[src/rtl/spi_master_if.sv]
// spi_master_if: host command and SPI pin bundle for spi_master.
interface spi_master_if;
    logic       cmd_valid;
    logic       cmd_ready;
    logic [1:0] cmd_type;
    logic [7:0] cmd_data;
    logic       ss_n;
    logic       mosi;
    logic       miso;
    logic [7:0] rd_data;
    logic       rd_valid;
    logic       busy;
    modport master (
        input  cmd_valid, cmd_type, cmd_data, miso,
        output cmd_ready, ss_n, mosi, rd_data, rd_valid, busy
    );
    modport slave (
        output cmd_valid, cmd_type, cmd_data, miso,
        input  cmd_ready, ss_n, mosi, rd_data, rd_valid, busy
    );
endinterface

[src/rtl/spi_master.sv]
// spi_master: sends a 10-bit {type, payload} SPI frame; read-data frames
// then wait TURNAROUND cycles and shift in one byte from miso.
module spi_master #(
    parameter int TURNAROUND = 2,
    parameter int END_HOLD   = 1
) (
    input logic           clk,
    input logic           rst_n,
    spi_master_if.master  bus_io
);
    typedef enum logic [2:0] {IDLE, CHK, SHIFT, WAIT, READ, HOLD, GAP} state_t;
    state_t     state_q;
    logic [3:0] cnt_q;
    logic [9:0] frame_q;
    logic [6:0] sh_q;
    logic       ss_n_q, mosi_q, rd_valid_q;
    logic [7:0] rd_data_q;
    assign bus_io.cmd_ready = state_q == IDLE;
    assign bus_io.busy      = state_q != IDLE;
    assign bus_io.ss_n      = ss_n_q;
    assign bus_io.mosi      = mosi_q;
    assign bus_io.rd_data   = rd_data_q;
    assign bus_io.rd_valid  = rd_valid_q;
    // Outputs are loaded one edge ahead, so each branch sets the values of the next state.
    always_ff @(posedge clk or negedge rst_n)
        if (!rst_n) begin
            state_q    <= IDLE;
            cnt_q      <= '0;
            frame_q    <= '0;
            sh_q       <= '0;
            ss_n_q     <= 1'b1;
            mosi_q     <= 1'b0;
            rd_valid_q <= 1'b0;
            rd_data_q  <= '0;
        end else begin
            rd_valid_q <= 1'b0;
            case (state_q)
                IDLE: if (bus_io.cmd_valid) begin
                    frame_q <= {bus_io.cmd_type, bus_io.cmd_data};
                    ss_n_q  <= 1'b0;
                    mosi_q  <= bus_io.cmd_type[1];
                    state_q <= CHK;
                end
                CHK: begin
                    mosi_q  <= frame_q[9];
                    cnt_q   <= '0;
                    state_q <= SHIFT;
                end
                SHIFT: if (cnt_q == 4'd9) begin
                    cnt_q  <= '0;
                    mosi_q <= 1'b0;
                    if (frame_q[9:8] == 2'b11) state_q <= WAIT;
                    else if (END_HOLD == 0) begin
                        ss_n_q  <= 1'b1;
                        state_q <= GAP;
                    end else state_q <= HOLD;
                end else begin
                    cnt_q  <= cnt_q + 4'd1;
                    mosi_q <= frame_q[4'd8 - cnt_q];
                end
                WAIT: if (cnt_q == 4'(TURNAROUND - 1)) begin
                    cnt_q   <= '0;
                    state_q <= READ;
                end else cnt_q <= cnt_q + 4'd1;
                READ: begin
                    sh_q <= {sh_q[5:0], bus_io.miso};
                    if (cnt_q == 4'd7) begin
                        cnt_q      <= '0;
                        rd_data_q  <= {sh_q, bus_io.miso};
                        rd_valid_q <= 1'b1;
                        ss_n_q     <= 1'b1;
                        state_q    <= GAP;
                    end else cnt_q <= cnt_q + 4'd1;
                end
                HOLD: if (cnt_q == 4'(END_HOLD - 1)) begin
                    cnt_q   <= '0;
                    ss_n_q  <= 1'b1;
                    state_q <= GAP;
                end else cnt_q <= cnt_q + 4'd1;
                GAP: state_q <= IDLE;
                default: begin
                    state_q <= IDLE;
                    cnt_q   <= '0;
                    ss_n_q  <= 1'b1;
                    mosi_q  <= 1'b0;
                end
            endcase
        end
endmodule

[src/flat_wrapper.sv]
// flat-port wrapper written by rule: the top's interface ports become plain ports
module spi_master_flat 
#(
    parameter int TURNAROUND = 2,
    parameter int END_HOLD   = 1
)
  (clk, rst_n, bus_io_cmd_valid, bus_io_cmd_type, bus_io_cmd_data, bus_io_miso, bus_io_cmd_ready, bus_io_ss_n, bus_io_mosi, bus_io_rd_data, bus_io_rd_valid, bus_io_busy);
  spi_master_if bus_io_i ();
  input logic clk;
  input logic rst_n;
  input wire logic [$bits(bus_io_i.cmd_valid)-1:0] bus_io_cmd_valid;
  input wire logic [$bits(bus_io_i.cmd_type)-1:0] bus_io_cmd_type;
  input wire logic [$bits(bus_io_i.cmd_data)-1:0] bus_io_cmd_data;
  input wire logic [$bits(bus_io_i.miso)-1:0] bus_io_miso;
  output wire logic [$bits(bus_io_i.cmd_ready)-1:0] bus_io_cmd_ready;
  output wire logic [$bits(bus_io_i.ss_n)-1:0] bus_io_ss_n;
  output wire logic [$bits(bus_io_i.mosi)-1:0] bus_io_mosi;
  output wire logic [$bits(bus_io_i.rd_data)-1:0] bus_io_rd_data;
  output wire logic [$bits(bus_io_i.rd_valid)-1:0] bus_io_rd_valid;
  output wire logic [$bits(bus_io_i.busy)-1:0] bus_io_busy;
  assign bus_io_i.cmd_valid = bus_io_cmd_valid;
  assign bus_io_i.cmd_type = bus_io_cmd_type;
  assign bus_io_i.cmd_data = bus_io_cmd_data;
  assign bus_io_i.miso = bus_io_miso;
  assign bus_io_cmd_ready = bus_io_i.cmd_ready;
  assign bus_io_ss_n = bus_io_i.ss_n;
  assign bus_io_mosi = bus_io_i.mosi;
  assign bus_io_rd_data = bus_io_i.rd_data;
  assign bus_io_rd_valid = bus_io_i.rd_valid;
  assign bus_io_busy = bus_io_i.busy;
  spi_master #(.TURNAROUND(TURNAROUND), .END_HOLD(END_HOLD)) u_core (.clk(clk), .rst_n(rst_n), .bus_io(bus_io_i));
endmodule
[config.mk]
export PLATFORM = sky130hd
export DESIGN_NAME = spi_master_flat
export DESIGN_NICKNAME = d
export VERILOG_FILES = /design/src/rtl/spi_master_if.sv /design/src/rtl/spi_master.sv /design/src/flat_wrapper.sv
export SDC_FILE = /design/constraint.sdc
export NUM_CORES = 1
export LEC_CHECK = 0
export ABC_AREA = 1
export CAP_MARGIN = 20
export CORE_MARGIN = 2
export CORE_UTILIZATION = 57
export CTS_CLUSTER_DIAMETER = 80
export DETAILED_ROUTE_END_ITERATION = 6
export GPL_ROUTABILITY_DRIVEN = 1
export PLACE_DENSITY = 0.84
export SLEW_MARGIN = 5
export SYNTH_ARGS = -nofsm -noshare
export SYNTH_HDL_FRONTEND = slang
export SYNTH_SLANG_ARGS = --single-unit
[constraint.sdc]
create_clock -name clk -period 4.9 [get_ports clk]
set_clock_uncertainty 0.1 [all_clocks]
set_input_delay 1.47 -clock clk [delete_from_list [all_inputs] [get_ports clk]]
set_output_delay 1.47 -clock clk [all_outputs]
set_load 0.03 [all_outputs]
==> metrics.md <==
| Metric | Value |
|---|---|
| Status | `finished clean` |
| Async SR Flop Fraction | `100%` |
| Synth Warn # | `0` |
| Via-to-Cell Ratio | `5.17` |
| Post-synthesis sequential area ratio | `50.2%` |
| Total CTS buffers | `5` |
| GRT busiest layer | `met2` |
| Switching part of the total | `42.8%` |
| Met2 usage | `35.0%` |
| Synth area leaders | `dfrtp_1, nand2_1, o21ai_0` |
| Non-Filler Instances | `277` |
| Seq pwr share | `40.5%` |
| Critical Path RT | `3330 ps` |
| Final WL | `3.11 mm` |
| Mean Syn Cell Area | `8.17 um^2` |
| Period utilization | `70.0%` |
| PortBufs | `26` |
| Combinational Power Share | `45.0%` |
| Max FO, Critical Path | `6` |
| # resized after CTS | `0` |
| H-tree Lvls | `2` |
| Core area | `2980 um^2` |
| Worst slew margin | `71.2%` |
| Met3 Use GR | `6.55%` |
| Setup violators final | `0` |
| Gate Count Post-Synth | `214` |
| Commonest non-fill, non-tap cell in the layout | `nand2_1` |
| Avg WL per Cell | `11.2 um` |
| Number of clock sinks | `35` |
| Pint | `0.627 mW` |
| Area delta synth->final | `19.3%` |
| Drt initial violations | `54` |
| CTS root buffer | `clkbuf_4` |
| Fraction of layout cells with a size suffix above 1 | `11.1%` |
| Count of cell types in the netlist | `28` |
| Post-CTS Hold Fix Bufs | `0` |
| Hold Path Class | `flop to flop` |
| IO Count | `27` |
| DP Cell Count | `270` |
| Mapped Nets | `231` |
| Initial antenna violation count | `0` |
| Hold Fails Final Rpt | `0` |
| Post-synth EDFFs | `0` |
| Leading area contributor after synthesis | `dfrtp_1` |
| Pre-CTS setup slack | `1860 ps` |
| Pre-Repair DR Iteration Count | `4` |
| Antenna-violating nets left | `0` |
| Peak Freq | `292 MHz` |
| Ys flop type | `dfrtp_1` |
| P per Cell Area | `526 nW/um^2` |
| Cell Rows | `20` |
| VDD IR max | `0.331 mV` |
| Post-CTS Setup Repair Bufs | `0` |
| Tmin final | `3430 ps` |
| Dpl hpwl | `2.27 mm` |
| Worst hold margin | `365 ps` |
| Starting Density | `58.7%` |
| CP arrival | `1860 ps` |
| Yosys top cell area share | `48.7%` |
| NetSw | `0.470 mW` |
| Tightest Pin Transition | `432 ps` |
| Crit-path max cell delay | `670 ps` |
| Critical setup path kind | `flop to primary output` |
| Crit end category | `primary output` |
| CP Launch Type | `flop` |
| GP Congestion | `0.859` |
| Synthesized area | `1750 um^2` |
| Most frequent cells in the layout | `nand2_1, dfrtp_1, inv_1` |
| Fin worst setup slack | `1470 ps` |
| Leakage power | `1.02 nW` |
| Maxcap violations | `0` |
| Die Wd | `59.4 um` |
| Clk pwr share | `14.6%` |
| RSZ-0062 raised after global routing | `false` |
| CTS max path bufs | `2` |
| Die H | `59.4 um` |
| Die area | `3530 um^2` |
| Reg clk slew, reported paths | `90 ps` |
| Largest net degree at the start of global routing | `36` |
| First-pass GRT wire length | `5.46 mm` |
| Drc violations | `0` |
| Slew Limit Fails | `0` |
| Layout net count | `261` |
| GR Overflow Total | `0` |
| Worst skew pair latency | `340 ps` |
| Total Routing Usage GR | `21.0%` |
| Via count | `1431` |
| Diodes inserted | `0` |
| Fillers | `240` |
| FF+latch count, synth | `35` |
| Fin Setup TNS | `0 ps` |
| CP cell instances | `nor2_1 -> nand2_2 -> inv_1 -> clkdlybuf4s50_1` |
| Met1 Track Usage GR | `25.5%` |
| CP max-delay cell | `clkdlybuf4s50_1` |
| Vias in the first global route | `1307` |
| TritonCTS clock tree | `done` |
## worst max-delay path: cells and delay by family, from the launching register on
family,cells,cell delay (ps)
buffers and inverters,2,760
AND/OR/NAND/NOR,2,340
flip-flops,1,440
## power groups by stage
stage | registers [mW] | clock network [mW] | logic, mW
detailed placement | 0.450 | 0 | 0.492
finish | 0.444 | 0.160 | 0.493
global placement | 0.447 | 0 | 0.484
CTS | 0.444 | 0.163 | 0.495
global route | 0.454 | 0.175 | 0.571
floorplan | 0.447 | 0 | 0.365
## per-stage QoR
stage	cell area, um^2	power (mW)	utilization (%)
after CTS	2090	1.10	70.0
after detailed placement	2030	0.942	68.2
after global placement	2030	0.930	68.2
after global routing	2090	1.20	70.0
final	2090	1.10	70.0
after floorplan	1750	0.813	-
## logic make-up after synthesis
logic type                 after synthesis  synth area share, %
AOI/OAI and AO/OA                       38                 12.7
DFF                                     35                 50.2
buffers and inverters                   42                 9.73
xor gates and xnor gates                 3                 1.50
and+or+nand+nor                         93                 23.7
adders and majority gates                3                 2.15
## registers in the layout, indices dropped and copies added (netlist names)
name and flops:
u_core.bus_io.rd_valid 1, u_core.cnt_q 4, u_core.bus_io.ss_n 1, u_core.frame_q 10, u_core.sh_q 7, u_core.bus_io.rd_data 8
u_core.bus_io.mosi 1, u_core.state_q 3
## path summary, 6_finish.rpt
kind | cells past startpoint | startpoint | slack [ps] | to
min reg2reg | 2 | u_core.bus_io.ss_n | 360 | u_core.bus_io.ss_n
min | 2 | u_core.bus_io.ss_n | 360 | u_core.bus_io.ss_n
max | 4 | u_core.state_q[0] | 1470 | bus_io_cmd_ready
min in group asynchronous | 2 | rst_n | 1420 | u_core.bus_io.rd_data[6]
max in group asynchronous | 2 | rst_n | 2930 | u_core.bus_io.ss_n
max reg2reg | 11 | u_core.cnt_q[0] | 2760 | u_core.bus_io.mosi
## cells in the mapped netlist, types with 3 or more instances
library cell / instances
o21ai_0: 24
nand2_1: 59
nand4_1: 4
o21ai_2: 7
inv_2: 5
ha_1: 3
a21oi_1: 4
dfrtp_1: 34
inv_1: 32
nand3_1: 16
nor2_1: 6
## metal layers
metal / share of wire, % / vias up
met5: 0 / -
met4: 1.7 / 0
met3: 4.1 / 5
met2: 47 / 32
met1: 47 / 655
li1: - / 739
## final cells by class
type / instances / area [um^2] / area share, %
Clock buffer: 6 / 51.3 / 2.46
Tap cell: 33 / 41.3 / 1.98
Inverter: 38 / 143 / 6.84
Timing Repair Buffer: 27 / 268 / 12.8
Multi-Input combinational cell: 137 / 701 / 33.6
Clock inverter: 1 / 5.00 / 0.240
Sequential cell: 35 / 877 / 42.1
(Power assumes the default switching activity.)
